$ cat src/rtl/qdecode_core.sv
// Quadrature encoder decoder: synchronises and glitch-filters A/B/index pins,
// then decodes Gray-code transitions into a wrapping position count.
module qdecode_core #(
  parameter int WIDTH       = 16,
  parameter int SYNC_STAGES = 2,
  parameter int FILTER_LEN  = 4
) (
  input  logic             clock_in,
  input  logic             reset_n,
  input  logic             locked,
  input  logic             quad_a,
  input  logic             quad_b,
  input  logic             index,
  input  logic             clear,
  output logic [WIDTH-1:0] position,
  output logic             direction,
  output logic             step,
  output logic [WIDTH-1:0] index_pos,
  output logic             index_seen,
  output logic             error,
  output logic [7:0]       error_count
);

  localparam int CNT_W    = (FILTER_LEN > 1) ? $clog2(FILTER_LEN) : 1;
  localparam int INIT_LEN = SYNC_STAGES + FILTER_LEN;
  localparam int INIT_W   = $clog2(INIT_LEN + 1);
  localparam logic [WIDTH-1:0] POS_ONE = WIDTH'(1);

  typedef enum logic {S_INIT, S_RUN} state_t;

  // Channel order inside the packed arrays: 0 = A, 1 = B, 2 = index.
  logic                        rst;
  logic [2:0]                  raw;
  logic [2:0][SYNC_STAGES-1:0] sync_q;
  logic [2:0]                  sync_out;
  logic [2:0]                  filt_q;
  logic [2:0][CNT_W-1:0]       cnt_q;

  state_t            state_q;
  logic [INIT_W-1:0] init_cnt_q;
  logic [1:0]        prev_q;
  logic              idx_prev_q;
  logic [WIDTH-1:0]  position_q, position_d, pos_step;
  logic              direction_q, step_q, index_seen_q, error_q;
  logic [WIDTH-1:0]  index_pos_q;
  logic [7:0]        error_count_q;

  logic       run;
  logic [1:0] cur;
  logic       is_up, is_dn, is_err, idx_rise;

  assign rst = !reset_n || !locked;
  assign raw = {index, quad_b, quad_a};

  always_comb begin
    for (int c = 0; c < 3; c++) sync_out[c] = sync_q[c][SYNC_STAGES-1];
  end

  // During INIT the filters track the synchronisers directly so RUN starts
  // from a settled view of the pins instead of the reset zeros.
  always_ff @(posedge clock_in) begin
    if (rst) begin
      sync_q <= '0;
      filt_q <= '0;
      cnt_q  <= '0;
    end else begin
      for (int c = 0; c < 3; c++) begin
        sync_q[c] <= {sync_q[c][SYNC_STAGES-2:0], raw[c]};
        if (state_q == S_INIT) begin
          filt_q[c] <= sync_out[c];
          cnt_q[c]  <= '0;
        end else if (sync_out[c] == filt_q[c]) begin
          cnt_q[c] <= '0;
        end else if (cnt_q[c] == CNT_W'(FILTER_LEN - 1)) begin
          filt_q[c] <= sync_out[c];
          cnt_q[c]  <= '0;
        end else begin
          cnt_q[c] <= cnt_q[c] + CNT_W'(1);
        end
      end
    end
  end

  function automatic logic [1:0] gray_up(input logic [1:0] s);
    case (s)
      2'b00:   gray_up = 2'b01;
      2'b01:   gray_up = 2'b11;
      2'b11:   gray_up = 2'b10;
      default: gray_up = 2'b00;
    endcase
  endfunction

  always_comb begin
    run      = (state_q == S_RUN);
    cur      = {filt_q[0], filt_q[1]};
    is_up    = run && (cur == gray_up(prev_q));
    is_dn    = run && (prev_q == gray_up(cur));
    is_err   = run && ((cur ^ prev_q) == 2'b11);
    idx_rise = run && filt_q[2] && !idx_prev_q;
    pos_step = position_q;
    if (is_up) pos_step = position_q + POS_ONE;
    else if (is_dn) pos_step = position_q - POS_ONE;
    position_d = clear ? '0 : pos_step;
  end

  always_ff @(posedge clock_in) begin
    if (rst) begin
      state_q       <= S_INIT;
      init_cnt_q    <= '0;
      prev_q        <= '0;
      idx_prev_q    <= 1'b0;
      position_q    <= '0;
      direction_q   <= 1'b0;
      step_q        <= 1'b0;
      index_pos_q   <= '0;
      index_seen_q  <= 1'b0;
      error_q       <= 1'b0;
      error_count_q <= '0;
    end else begin
      position_q   <= position_d;
      step_q       <= is_up || is_dn;
      index_seen_q <= idx_rise;
      if (is_up || is_dn) direction_q <= is_up;
      if (idx_rise) index_pos_q <= position_d;
      if (clear) begin
        error_q       <= 1'b0;
        error_count_q <= '0;
      end else if (is_err) begin
        error_q <= 1'b1;
        if (error_count_q != 8'hFF) error_count_q <= error_count_q + 8'd1;
      end
      case (state_q)
        S_INIT: begin
          // prev takes the value the filters load this edge, so RUN never
          // sees a stale pair left over from reset.
          prev_q     <= {sync_out[0], sync_out[1]};
          idx_prev_q <= sync_out[2];
          if (init_cnt_q == INIT_W'(INIT_LEN - 1)) state_q <= S_RUN;
          else init_cnt_q <= init_cnt_q + INIT_W'(1);
        end
        default: begin
          prev_q     <= cur;
          idx_prev_q <= filt_q[2];
        end
      endcase
    end
  end

  assign position    = position_q;
  assign direction   = direction_q;
  assign step        = step_q;
  assign index_pos   = index_pos_q;
  assign index_seen  = index_seen_q;
  assign error       = error_q;
  assign error_count = error_count_q;

endmodule

$ cat config.mk
export PLATFORM = sky130hd
export DESIGN_NAME = qdecode_core
export DESIGN_NICKNAME = d
export VERILOG_FILES = /design/src/rtl/qdecode_core.sv
export SDC_FILE = /design/constraint.sdc
export NUM_CORES = 1
export LEC_CHECK = 0
export BUFFER_PORTS_ARGS = -buffer_cell sky130_fd_sc_hd__buf_2
export CAP_MARGIN = 20
export CORE_ASPECT_RATIO = 1.1
export CORE_MARGIN = 5
export CORE_UTILIZATION = 38
export DETAILED_ROUTE_END_ITERATION = 10
export PLACE_DENSITY = 0.6
export SYNTH_ARGS = -nofsm -noshare
export SYNTH_HDL_FRONTEND = slang
export SYNTH_SLANG_ARGS = --single-unit
$ cat constraint.sdc
create_clock -name clock_in -period 2.5 [get_ports clock_in]
set_input_delay 0.25 -clock clock_in [delete_from_list [all_inputs] [get_ports clock_in]]
set_output_delay 0.25 -clock clock_in [all_outputs]
set_load 0.005 [all_outputs]
==> metrics.md <==
| Metric | Value |
|---|---|
| WL/cell | `13.61 um` |
| CTS Buf Count | `9` |
| Pre-CTS WS | `0.6682 ns` |
| # IOs | `51` |
| Crit path setup slack, layout | `0.6556 ns` |
| Post-Syn Area | `0.002870 sq mm` |
| Synth cell types | `slightly below 50` |
| Synth top area cells | `dfxtp_1 (46%), nor2_1 (4.7%), xnor2_1 (4.3%)` |
| Asr flop ratio synth | `0` |
| Syn_area_per_cell | `9.319 sq um` |
| CP bufs+invs | `0` |
| Critical Path Source | `filt_q[1]$_SDFFE_PP0P_` |
| Final worst path period share | `0.7377` |
| Final Wtd Congestion | `0.7358` |
| Leak | `1.391 nW` |
| # DRC | `0` |
| Crit Path Class | `reg2reg` |
| Drt via density | `between 5 and 6` |
| Net Count, Synth | `roughly 320` |
| Unrepaired setup endpoints after global routing | `false` |
| Most frequent cell after synthesis | `dfxtp_1` |
| P per Cell Area | `576.6 mW/mm^2` |
| Total core area | `0.007432 sq mm` |
| Top-area cell type share of the netlist area | `0.4603` |
| Final Cell Area | `0.003349 sq mm` |
| Least-Margin Pin Slew | `approximately 0.76 ns` |
| Achievable Freq | `542.2 MHz` |
| Clock Latency Late Sink | `0.34 ns` |
| # nets final | `370` |
| Die area | `0.009393 sq mm` |
| I/O Buffers | `50` |
| Reg clk slew, reported paths | `0.07 ns` |
| Gr ovfl total | `0` |
| Pin count of the biggest net entering global routing | `16` |
| # diodes | `0` |
| Slowest Stage Delay on Critical Path | `0.50 ns` |
| Crit Path Max Fanout | `10` |
| Cell family with most CP delay | `compound AO/OA/AOI/OAI gates` |
| Register area share after synthesis | `0.4603` |
| Critical Path Start Type | `flop` |
| Tmin final | `about 1.8 ns` |
| Placed inst area | `between 0.003 and 0.004 sq mm` |
| # clock sinks | `66` |
| Cell taking the most area after synthesis | `dfxtp_1` |
| Max clock buf depth | `2` |
| Critical Path End Type | `flop` |
| Max-cap viol count | `0` |
| Top FF cell, synth | `dfxtp_1` |
| Share of layout cells above drive strength 1 | `0.2340` |
| Hold crit path type | `in2reg` |
| Yosys warns | `0` |
| Total GRT Usage | `0.1389` |
| Critical path cell sequence | `xor2_1 -> o2111ai_1 -> or3_1 -> a21oi_1` |
| Final Max Tran Viols | `0` |
| Via count | `2293` |
| Fill count | `775` |
| #FFs+latches synth | `66` |
| CTS tree | `done` |
| Post-CTS Setup Inserts | `0` |
| Post-CTS Hold Fix Bufs | `0` |
| Final ANT Viol Nets | `0` |
| Post-DP HPWL | `4.408 mm` |
| Skew final | `0.006897 ns` |
| Relative slew slack | `0.4916` |
| Setup TNS Final | `0 ns` |
| Cell row count | `33` |
| Setup violators final | `0` |
| Antenna violations before repair | `0` |
| Worst EP required | `2.78 ns` |
| CTS root buffer | `clkbuf_8` |
| Die X | `around 93 um` |
| Detailed Route WL | `approximately 6.1 mm` |
| CTS-repair resized insts | `0` |
| Initial drt markers | `about 80` |
| Post-Syn Instances | `308` |
| Worst path arrival time | `2.12 ns` |
| Number of synthesized flops with an enable pin | `0` |
| Syn-to-layout area delta | `16.70%` |
| Final Hold Fails | `0` |
| Post-synth top cells | `dfxtp_1 (66), nor2_1 (36), nand2_1 (20)` |
| Drt pass-1 iters | `4` |
| Final hold slack | `about 0.15 ns` |
| Worst IR drop on VDD | `214.6 uV` |
| H-tree levels | `3` |
| First-pass GRT wire length | `just over 10 mm` |
| FF-to-FF Start | `filt_q[1]$_SDFFE_PP0P_` |
| Vias in the first global route | `2198` |
| Status | `completed` |
| Hold path start | `index` |
| Starting density of the core | `0.3862` |
| Chip Height | `101.2 um` |
| Slowest stage cell, crit path | `dfxtp_1` |
[report_power, final]
group          total (mW)  switching, mW  internal [mW]  leakage (nW)
Sequential           1.06        0.00341           1.06         0.532
Clock               0.836          0.376          0.459         0.101
Combinational      0.0358         0.0229         0.0129         0.758
[layer usage]
metal  part of all wire  GRT usage  vias to the layer above  wire length (um)
li1                   -          -                     1178                 -
met1               0.45     0.1630                     1064              2747
met2               0.48     0.2366                       41              2910
met3              0.050    0.04458                       10               303
met4              0.018    0.05411                        0               109
met5                  0          0                        -                 0
[registers in the layout, indices dropped and copies added (netlist names), 2 cells and up]
name / count
init_cnt_q: 3
filt_q: 3
index_pos: 16
error_count: 8
sync_q: 3
sync_out: 3
prev_q: 2
cnt_q: 6
position: 16
[cells by family (layout without fill, tap and decap cells)]
group,after synthesis,in the layout,share of synthesized area
AO/OA/AOI/OAI,51,51,0.1151
XOR/XNOR,29,29,0.09373
adder cells (fa/ha/maj),8,8,0.03487
buffers and inverters,26,77,0.04490
flip-flops,66,66,0.4603
multiplexers,6,6,0.02267
AND/OR/NAND/NOR,122,122,0.2284
[metrics by stage]
stage,cells,power [mW],utilization
floorplan,308,1.106,-
detailed placement,431,1.120,0.4253
global route,446,2.009,0.4507
finish,446,1.931,0.4507
global placement,431,1.119,0.4253
CTS,446,1.962,0.4507
[worst register-to-register path, stage by stage, from the launching register on]
cell       delay, ns
dfxtp_1         0.50
xor2_1          0.26
o2111ai_1       0.42
or3_1           0.47
a21oi_1         0.13
[layout by cell type (no fill, tap or decap), types with 7 or more instances in the layout]
cell type | netlist | layout
a21oi_1 | 11 | 11
xnor2_1 | 14 | 14
nor3_1 | 14 | 14
o21ai_0 | 13 | 13
buf_2 | 4 | 50
inv_1 | 8 | 8
dfxtp_1 | 66 | 66
nand2_1 | 20 | 20
xor2_1 | 13 | 13
nor2_1 | 36 | 36
nand3_1 | 7 | 7
clkbuf_8 | 0 | 13
ha_1 | 8 | 8
and3_1 | 8 | 8
[final timing paths]
check | to | slack (ns) | cells past startpoint
min reg2reg | cnt_q[0]$_SDFF_PP0_ | 0.43 | 1
max reg2reg | error_count[3]$_SDFFE_PP0P_ | 0.66 | 4
min | sync_q[4]$_SDFF_PP0_ | 0.15 | 2
max | error_count[3]$_SDFFE_PP0P_ | 0.66 | 4
[layout make-up]
type                    count  area (sq um)  area share
multi-input cells         216          1420      0.4240
flip-flops and latches     66          1321      0.3945
repair buffers             54         280.3     0.08368
clock buffers              13         178.9     0.05342
well taps                  87         108.9     0.03250
inverters                   8         30.03    0.008965
clock inverters             2         10.01    0.002988
Note: power is estimated with default switching activity, not from simulation.
